**src/rtl/grom_io_pkg.sv**
```systemverilog
// Shared definitions for the GROM IO peripherals: UART transmitter state
// encoding, default bit period and status-register bit positions.
package grom_io_pkg;

    typedef enum logic [1:0] {
        IDLE  = 2'd0,
        START = 2'd1,
        DATA  = 2'd2,
        STOP  = 2'd3
    } uart_tx_state_e;

    localparam int unsigned UART_CLK_DIV_DEFAULT = 4;

    localparam int unsigned STAT_BUSY_BIT = 0;
    localparam int unsigned STAT_FULL_BIT = 1;
    localparam int unsigned STAT_OVF_BIT  = 2;

endpackage

```
**src/rtl/grom_uart_tx_if.sv**
```systemverilog
// CPU IO-bus bundle for the UART transmitter: address, write data/strobe,
// IO-space qualifier and combinational read data.
interface grom_uart_tx_if;

    logic [11:0] addr;
    logic [7:0]  data_in;
    logic        we;
    logic        ioreq;
    logic [7:0]  data_out;

    modport master (
        output addr,
        output data_in,
        output we,
        output ioreq,
        input  data_out
    );

    modport slave (
        input  addr,
        input  data_in,
        input  we,
        input  ioreq,
        output data_out
    );

endinterface

```
**src/rtl/grom_uart_fifo.sv**
```systemverilog
// Transmit queue for grom_uart_tx. Define UART_TX_FIFO_EN for a 4-entry
// circular queue; otherwise a single holding register (depth 1) is built.
module grom_uart_fifo
    import grom_io_pkg::*;
(
    input  logic       clk,
    input  logic       reset,
    input  logic       push,
    input  logic       pop,
    input  logic [7:0] din,
    output logic [7:0] dout,
    output logic       full,
    output logic       empty
);

`ifdef UART_TX_FIFO_EN

    logic [7:0] mem_q [4];
    logic [7:0] mem_d [4];
    logic [1:0] wr_ptr_q, wr_ptr_d;
    logic [1:0] rd_ptr_q, rd_ptr_d;
    logic [2:0] count_q, count_d;
    logic       do_push, do_pop;

    assign full  = (count_q == 3'd4);
    assign empty = (count_q == 3'd0);
    assign dout  = mem_q[rd_ptr_q];

    // When full, a same-edge pop frees the slot the push is about to overwrite.
    always_comb begin
        mem_d    = mem_q;
        wr_ptr_d = wr_ptr_q;
        rd_ptr_d = rd_ptr_q;
        count_d  = count_q;
        do_pop   = pop && !empty;
        do_push  = push && (!full || do_pop);
        if (do_push) begin
            mem_d[wr_ptr_q] = din;
            wr_ptr_d        = wr_ptr_q + 2'd1;
        end
        if (do_pop) begin
            rd_ptr_d = rd_ptr_q + 2'd1;
        end
        case ({do_push, do_pop})
            2'b10:   count_d = count_q + 3'd1;
            2'b01:   count_d = count_q - 3'd1;
            default: count_d = count_q;
        endcase
    end

    always_ff @(posedge clk) begin
        if (reset) begin
            for (int unsigned i = 0; i < 4; i++) begin
                mem_q[i] <= '0;
            end
            wr_ptr_q <= '0;
            rd_ptr_q <= '0;
            count_q  <= '0;
        end else begin
            mem_q    <= mem_d;
            wr_ptr_q <= wr_ptr_d;
            rd_ptr_q <= rd_ptr_d;
            count_q  <= count_d;
        end
    end

`else

    logic [7:0] hold_q, hold_d;
    logic       valid_q, valid_d;
    logic       do_push, do_pop;

    assign full  = valid_q;
    assign empty = !valid_q;
    assign dout  = hold_q;

    always_comb begin
        hold_d  = hold_q;
        valid_d = valid_q;
        do_pop  = pop && valid_q;
        do_push = push && (!valid_q || do_pop);
        if (do_pop) begin
            valid_d = 1'b0;
        end
        if (do_push) begin
            hold_d  = din;
            valid_d = 1'b1;
        end
    end

    always_ff @(posedge clk) begin
        if (reset) begin
            hold_q  <= '0;
            valid_q <= 1'b0;
        end else begin
            hold_q  <= hold_d;
            valid_q <= valid_d;
        end
    end

`endif

endmodule

```
**src/rtl/grom_uart_tx.sv**
```systemverilog
// Memory-mapped 8N1 UART transmitter: data port at BASE_PORT, status port at
// BASE_PORT+1. Queue depth selected by UART_TX_FIFO_EN (see grom_uart_fifo).
module grom_uart_tx
    import grom_io_pkg::*;
#(
    parameter int unsigned CLK_DIV   = UART_CLK_DIV_DEFAULT,
    parameter logic [11:0] BASE_PORT = 12'h000
) (
    input  logic           clk,
    input  logic           reset,
    grom_uart_tx_if.slave  bus,
    output logic           tx,
    output logic           busy
);

    localparam logic [11:0] STAT_PORT = BASE_PORT + 12'd1;
    localparam logic [7:0]  BAUD_MAX  = 8'(CLK_DIV - 1);

    uart_tx_state_e state_q, state_d;
    logic [7:0]     baud_q, baud_d;
    logic [3:0]     bit_idx_q, bit_idx_d;
    logic [7:0]     shift_q, shift_d;
    logic           tx_q, tx_d;
    logic           ovf_q, ovf_d;

    logic           push_req, clr_req, rd_stat;
    logic           pop;
    logic [7:0]     fifo_dout;
    logic           fifo_full, fifo_empty;
    logic [7:0]     status;

    assign push_req = bus.ioreq && bus.we && (bus.addr == BASE_PORT) && !reset;
    assign clr_req  = bus.ioreq && bus.we && (bus.addr == STAT_PORT);
    assign rd_stat  = bus.ioreq && !bus.we && (bus.addr == STAT_PORT);

    grom_uart_fifo u_fifo (
        .clk   (clk),
        .reset (reset),
        .push  (push_req),
        .pop   (pop),
        .din   (bus.data_in),
        .dout  (fifo_dout),
        .full  (fifo_full),
        .empty (fifo_empty)
    );

    assign tx = tx_q;

    always_comb begin
        busy = (state_q != IDLE) || !fifo_empty;
    end

    always_comb begin
        status                = '0;
        status[STAT_BUSY_BIT] = busy;
        status[STAT_FULL_BIT] = fifo_full;
        status[STAT_OVF_BIT]  = ovf_q;
        bus.data_out          = rd_stat ? status : '0;
    end

    // A push into a full queue only overflows if the FSM is not popping this edge.
    always_comb begin
        ovf_d = ovf_q;
        if (push_req && fifo_full && !pop) begin
            ovf_d = 1'b1;
        end
        if (clr_req) begin
            ovf_d = 1'b0;
        end
    end

    always_comb begin
        state_d   = state_q;
        baud_d    = baud_q;
        bit_idx_d = bit_idx_q;
        shift_d   = shift_q;
        tx_d      = tx_q;
        pop       = 1'b0;
        if (state_q == IDLE) begin
            tx_d      = 1'b1;
            baud_d    = '0;
            bit_idx_d = '0;
            if (!fifo_empty) begin
                pop     = 1'b1;
                shift_d = fifo_dout;
                state_d = START;
                tx_d    = 1'b0;
            end
        end else if (baud_q == BAUD_MAX) begin
            baud_d = '0;
            case (state_q)
                START: begin
                    state_d   = DATA;
                    bit_idx_d = '0;
                    tx_d      = shift_q[0];
                end
                DATA: begin
                    if (bit_idx_q == 4'd7) begin
                        state_d = STOP;
                        tx_d    = 1'b1;
                    end else begin
                        bit_idx_d = bit_idx_q + 4'd1;
                        shift_d   = {1'b0, shift_q[7:1]};
                        tx_d      = shift_q[1];
                    end
                end
                STOP: begin
                    if (!fifo_empty) begin
                        pop     = 1'b1;
                        shift_d = fifo_dout;
                        state_d = START;
                        tx_d    = 1'b0;
                    end else begin
                        state_d = IDLE;
                        tx_d    = 1'b1;
                    end
                end
                default: begin
                    state_d = IDLE;
                    tx_d    = 1'b1;
                end
            endcase
        end else begin
            baud_d = baud_q + 8'd1;
        end
    end

    always_ff @(posedge clk) begin
        if (reset) begin
            state_q   <= IDLE;
            baud_q    <= '0;
            bit_idx_q <= '0;
            shift_q   <= '0;
            tx_q      <= 1'b1;
            ovf_q     <= 1'b0;
        end else begin
            state_q   <= state_d;
            baud_q    <= baud_d;
            bit_idx_q <= bit_idx_d;
            shift_q   <= shift_d;
            tx_q      <= tx_d;
            ovf_q     <= ovf_d;
        end
    end

endmodule

```
**src/flat_wrapper.sv**
```systemverilog
// flat-port wrapper written by rule: the top's interface ports become plain ports
module grom_uart_tx_flat import grom_io_pkg::*;
#(
    parameter int unsigned CLK_DIV   = UART_CLK_DIV_DEFAULT,
    parameter logic [11:0] BASE_PORT = 12'h000
)
  (clk, reset, tx, busy, bus_addr, bus_data_in, bus_we, bus_ioreq, bus_data_out);
  grom_uart_tx_if bus_i ();
  input  logic clk;
  input  logic reset;
  output logic tx;
  output logic busy;
  input wire logic [$bits(bus_i.addr)-1:0] bus_addr;
  input wire logic [$bits(bus_i.data_in)-1:0] bus_data_in;
  input wire logic [$bits(bus_i.we)-1:0] bus_we;
  input wire logic [$bits(bus_i.ioreq)-1:0] bus_ioreq;
  output wire logic [$bits(bus_i.data_out)-1:0] bus_data_out;
  assign bus_i.addr = bus_addr;
  assign bus_i.data_in = bus_data_in;
  assign bus_i.we = bus_we;
  assign bus_i.ioreq = bus_ioreq;
  assign bus_data_out = bus_i.data_out;
  grom_uart_tx #(.CLK_DIV(CLK_DIV), .BASE_PORT(BASE_PORT)) u_core (.clk(clk), .reset(reset), .bus(bus_i), .tx(tx), .busy(busy));
endmodule
```
**config.mk**
```make
export PLATFORM = sky130hd
export DESIGN_NAME = grom_uart_tx_flat
export DESIGN_NICKNAME = d
export VERILOG_FILES = /design/src/rtl/grom_io_pkg.sv /design/src/rtl/grom_uart_tx_if.sv /design/src/rtl/grom_uart_fifo.sv /design/src/rtl/grom_uart_tx.sv /design/src/flat_wrapper.sv
export SDC_FILE = /design/constraint.sdc
export NUM_CORES = 1
export LEC_CHECK = 0
export BUFFER_PORTS_ARGS = -buffer_cell sky130_fd_sc_hd__buf_2
export CELL_PAD_IN_SITES_DETAIL_PLACEMENT = 1
export CELL_PAD_IN_SITES_GLOBAL_PLACEMENT = 1
export CORE_ASPECT_RATIO = 1.4
export CORE_MARGIN = 3
export CORE_UTILIZATION = 36
export DETAILED_ROUTE_END_ITERATION = 16
export PLACE_DENSITY_LB_ADDON = 0.12
export SLEW_MARGIN = 20
export SYNTH_ARGS = -nofsm -noshare
export SYNTH_HDL_FRONTEND = slang
export SYNTH_SLANG_ARGS = --single-unit
```
**constraint.sdc**
```tcl
create_clock -name clk -period 1.85 [get_ports clk]
set_clock_uncertainty 0.05 [all_clocks]
set_input_delay 0.37 -clock clk [delete_from_list [all_inputs] [get_ports clk]]
set_output_delay 0.37 -clock clk [all_outputs]
set_load 0.05 [all_outputs]
```
# [After elaboration in Yosys (flattened, before gate mapping)]
# Index checks and enable logic that the tools add are counted.
[classes] n_addsub=2 reduce_logical=29 eq_ne=10 n_mux=25
[op_table] operator="two-way mux 8 bit" count=4
[op_table] operator="case mux 8 bit (2 select lines)" count=1
[op_table] operator="equality test 12 x 1 -> 1 bit, second input constant" count=1
[op_table] operator="logical NOT 12 bit" count=1
[op_table] operator="two-way mux 1 bit" count=11
[op_table] operator="logical AND 1 bit" count=10
[op_table] operator="AND reduction 3 bit" count=3
[op_table] operator="adder 8 x 1 -> 8 bit, second input constant" count=1
[op_table] operator="equality test 8 x 2 -> 1 bit, second input constant" count=1
[op_table] operator="two-way mux 2 bit" count=4
[op_table] operator="case mux 4 bit (2 select lines)" count=1
[op_table] operator="nonzero test 2 bit" count=4
[op_table] operator="case mux 2 bit (3 select lines)" count=1
[op_table] operator="adder 4 x 1 -> 4 bit, second input constant" count=1
[op_table] operator="equality test 2 bit, second input constant" count=2
[op_table] operator="equality test 4 x 3 -> 1 bit, second input constant" count=1
[op_table] operator="logical NOT 1 bit" count=4
[op_table] operator="two-way mux 4 bit" count=1
[op_table] operator="!= test 2 bit, second input constant" count=2
[op_table] operator="OR reduction 2 bit" count=2
[op_table] operator="two-way mux 3 bit" count=1
[op_table] operator="!= test 3 x 1 -> 1 bit, second input constant" count=1
[op_table] operator="!= test 3 x 2 -> 1 bit, second input constant" count=1
[op_table] operator="case mux 1 bit (3 select lines)" count=1
[op_table] operator="5 further kinds" count=6
[totals] wordCells=74 in_bits=24 regBits=33

# [Depth between registers and ports, before layout]
[depth] ltp_word=8 depth_mapped=7 mapped_depth_nobuf=6

# [Modules after synthesis]
# Synthesis repeated with hierarchy kept, for this count alone.
[unflattened] hier_cells=204 hier_area_um2=1853.0
[by_module_without_submodules] mod="grom_uart_tx" area_per_inst_um2=1442.6 seq_area_each_um2=480.5 cells_each=164 instances=1
[by_module_without_submodules] mod="grom_uart_fifo" area_per_inst_um2=410.4 seq_area_each_um2=180.2 cells_each=40 instances=1

# [Worst setup path before layout]
# Ideal clock, no wire load.
[synth_path] path_type="flip-flop to output port" from="reg u_core.state_q[0]" to="out bus_data_out[0]" arrival_time_ns=1.782 stages_incl_launch_ff=6 t_required_ns=1.430 slack_ns=-0.352 path_cell_list="dfxtp_1 -> inv_1 -> ha_1 -> clkbuf_1 -> nand2_1 -> and2_1"
[synth_via] elab_chain_len=3
[synth_lines] element="start, declared" line="grom_uart_tx.sv:19" text="uart_tx_state_e state_q, state_d;"
[synth_lines] element="start signal, assigned" line="grom_uart_tx.sv:137" text="state_q <= state_d;"
[synth_lines] element="nonzero test 2 bit" line="grom_uart_tx.sv:50" text="busy = (state_q != IDLE) || !fifo_empty;"
[synth_lines] element="logical OR 1 bit" line="grom_uart_tx.sv:50"
[synth_lines] element="named net busy" line="flat_wrapper.sv:12" text="output logic busy;"
[synth_lines] element="two-way mux 3 bit" line="grom_uart_tx.sv:58" text="bus.data_out = rd_stat ? status : '0;"
[synth_lines] element="end, declared" line="flat_wrapper.sv:17" text="output wire logic [$bits(bus_i.data_out)-1:0] bus_data_out;"
# The timed path passes the listed nets, and every way through them passes these cells.

# [Worst setup path after layout]
[layout_path] from="in bus_addr[2]" to="out bus_data_out[0]"
[layout_via] elab_chain_len=3
[layout_lines] element="start, declared" line="flat_wrapper.sv:13" text="input wire logic [$bits(bus_i.addr)-1:0] bus_addr;"
[layout_lines] element="equality test 12 x 1 -> 1 bit" line="grom_uart_tx.sv:34" text="assign rd_stat = bus.ioreq && !bus.we && (bus.addr == STAT_PORT);"
[layout_lines] element="logical AND 1 bit" line="grom_uart_tx.sv:34"
[layout_lines] element="two-way mux 3 bit" line="grom_uart_tx.sv:58"
# No other way between the ends.

==> flow_summary.yaml <==
synth:
  synth_area_leader_cell: "dfxtp_1"
  synth_compound_area_share_pct: 24.84
  synthAdderAreaFrac_pct: 4.332
  ys_top_cells_by_area: "dfxtp_1, a21oi_1, o21ai_0"
  synth.distinct_cells: 46
  yosysSeqAreaShare_pct: 38.12
  synth_top_family_by_area: "compound AO/OA/AOI/OAI gates"
  async_flop_share_pct: 0
  synth-main-ff-cell: "dfxtp_1"
  synth_area_um2: 1733
  synth_top_area_share_pct: 38.12
  synth_xor_area_share_pct: 3.032
  muxShareOfSynthArea_pct: 0
  yosysWarnings: 0
  synthCells: 205
  synth_edf_count: 0
  syn_avg_cell_area_um2: 8.453
  synthSimpleGateAreaFrac_pct: 24.40
  ys_ff_latch: 33
placement:
  gp_congestion: 0.7951
  placed_cells: 307
  dpl_worst_slack_ns: -0.3582
  dpl_cell_area_um2: 2061
  portBuffers: 28
  dp_hpwl_mm: 3.947
final_layout:
  regArea_um2: 663.1
  multi_input_area_um2: 1165
  n_antenna_cell: 0
  drive_gt1_share_pct: 36.78
  num-fill-cells: 564
  final_cell_mix: "dfxtp_1, buf_4, buf_2"
  area_delta_synth_final_pct: 41.88
  finalNetCount: 290
  layout_commonest_cell: "dfxtp_1"
  stdcell_count: 323
  stdcell_area_um2: 2459
outcome:
  status: "complete, but fails checks"
  violations: "setup timing"
critical_path:
  reg2reg_from: "u_core.baud_q[0]"
  start_kind: "primary input"
  path_buf_inv: 2
  critPathTopFamily: "simple AND/OR/NAND/NOR gates"
  reg2reg_to: "u_core.u_fifo.dout[1]"
  worstSetupPathType: "in -> out"
  cp_max_fo: 3
  max_stage_delay_ns: 0.29
  cp-end-kind: "output pin"
  regToRegSetupSlack_ns: 0.03
  rr_worst_depth: 9
  critical_path_required_ns: 1.43
  worstPathCellList: "buf_6 > nor4_4 > and3_4 > nor3b_4 > and2_4 > buf_8"
  arrival_ns: 1.55
  slowest_stage: "nor4_4"
die:
  core_area_um2: 4572
  ios: 34
  die_area_um2: 5694
  initial_core_util_pct: 37.90
  dieHeight_um: 88.09
  dieWidth_um: 64.64
  core.rowCount: 29
power:
  p_leak_nw: 0.9892
  vdd_ir_drop_max_mv: 0.3392
  power_density_nw_per_um2: 612.3
  total_power_mw: 1.505
route:
  drt_iter0_drc: 44
  route.vias.total: 1754
  drcViolationCount: 0
  wl_per_cell_um: 16.82
  antenna_left: 0
  drt-total-wl_mm: 5.434
  vias_per_cell: 5.430
  dr.pass1.iters: 2
timing:
  hold_ws_ns: 0.2954
  hold_violations: 0
  fin_crit_sh_pct: 106.3
  finalSetupViolCount: 3
  worst_slack_ns: -0.1159
  report.final.slew_viol_count: 0
  max_freq_mhz: 508.7
  finalCriticalPeriod_ns: 1.966
  rsz0062_at_grt: "true"
cts:
  clk_pin_slew_ns: 0.07
  cts_made_buffers: 5
  cts_root_buffer: "clkbuf_8"
  holdBufCountCts: 0
  insertion_delay_ns: 0.29
  clk_path_buf_depth: 2
  cts_tree: "done"
  h-tree-depth: 2
  clock_sink_count: 33
hold_path:
  hold-path-endpoint: "u_core.u_fifo.dout[2]"
  hold_path_depth: 3
  hold_path_class: "in -> reg"
  worstHoldStart: "bus_data_in[2]"
grt:
  grt_pass1_wl_mm: 8.949
  first_global_vias: 1924
  track_usage_pct: 20.30
  overflow: 0
  antenna_found_initial: 0
  grt_max_degree: 22
run:
  cap_violations: 0
## synthesized netlist by cell type (all sizes together), types with 2 or more instances
cell	count
inv	5
nand2	16
nor3	4
xor2	3
dfxtp	33
or2	2
o22a	7
o21ai	19
nor2	12
and2	5
nor2b	4
a311oi	4
clkbuf	7
nand3	6
buf	6
nor4	3
nand4	11
nor3b	2
ha	6
and3	5
xnor2	3
a21oi	20
## cell families (layout without fill, tap and decap cells)
kind of cell               after synthesis  in the layout
AOI/OAI and AO/OA                       64             64
xor gates and xnor gates                 6              6
adders and majority gates                6              6
buffers and inverters                   18             70
DFF                                     33             33
other                                    1              5
and+or+nand+nor                         77             77
## final cells by class
type	instances	area share (%)
Clock inverter	1	1.221
Tap cell	62	3.155
Clock buffer	7	3.511
Sequential cell	33	26.97
Timing Repair Buffer	57	16.84
Multi-Input combinational cell	158	47.38
Inverter	5	0.9160
## routing by layer
| metal | share of wire (%) | track usage [%] | routed length, um | up-vias |
|---|---|---|---|---|
| li1 | - | - | - | 860 |
| met2 | 57 | 40.88 | 3123 | 34 |
| met5 | 0 | 0 | 0 | - |
| met3 | 3.2 | 4.108 | 173 | 9 |
| met4 | 2.0 | 8.269 | 110 | 0 |
| met1 | 37 | 19.70 | 2026 | 851 |
## worst register-to-register path, cell delays in order (launching register included)
cell and delay (ns):
dfxtp_2 0.34, ha_4 0.16, buf_6 0.12, nor4b_4 0.12, buf_4 0.17, a311oi_4 0.30, buf_4 0.17, buf_6 0.10
o21ai_1 0.06, a21oi_1 0.16
## worst max path at each step
| stage | startpoint | end | slack, ns | cells past startpoint |
|---|---|---|---|---|
| floorplan | u_core.state_q[0] | u_core.ovf_q | -0.14 | 6 |
| global placement | bus_addr[10] | bus_data_out[0] | -0.27 | 6 |
| detailed placement | bus_addr[10] | bus_data_out[0] | -0.36 | 6 |
| CTS | bus_addr[2] | bus_data_out[0] | -0.06 | 6 |
| global route | bus_addr[2] | bus_data_out[0] | -0.19 | 6 |
| finish | bus_addr[2] | bus_data_out[0] | -0.12 | 6 |
## power by group
group | total (mW) | switching [mW] | internal, mW
clock | 0.712 | 0.273 | 0.439
combinational | 0.0837 | 0.0539 | 0.0298
sequential | 0.710 | 0.0000104 | 0.710
## state kept, by name, summed over array words and instances (netlist names)
signal / count
u_core.u_fifo.dout: 8
u_core.shift_q: 8
u_core.baud_q: 8
u_core.state_q: 2
u_core.u_fifo.full: 1
u_core.ovf_q: 1
u_core.bit_idx_q: 4
u_core.tx: 1
## metrics by stage
step                TNS [ns]  utilization, %
floorplan            -0.5623               -
global placement     -0.8280           45.07
detailed placement    -1.501           45.07
CTS                  -0.1713           50.79
global route         -0.8666           53.78
finish               -0.3394           53.78
## what timing repair did
action                                  4_1_cts  5_1_grt
gates resized for setup                      31       25
pin swaps                                     7        8
endpoints found under the setup margin       17       25
cloned                                        1        0
setup buffers                                 2        7
endpoints found under the hold margin         0        0
Power figures use the tool's default switching activity.
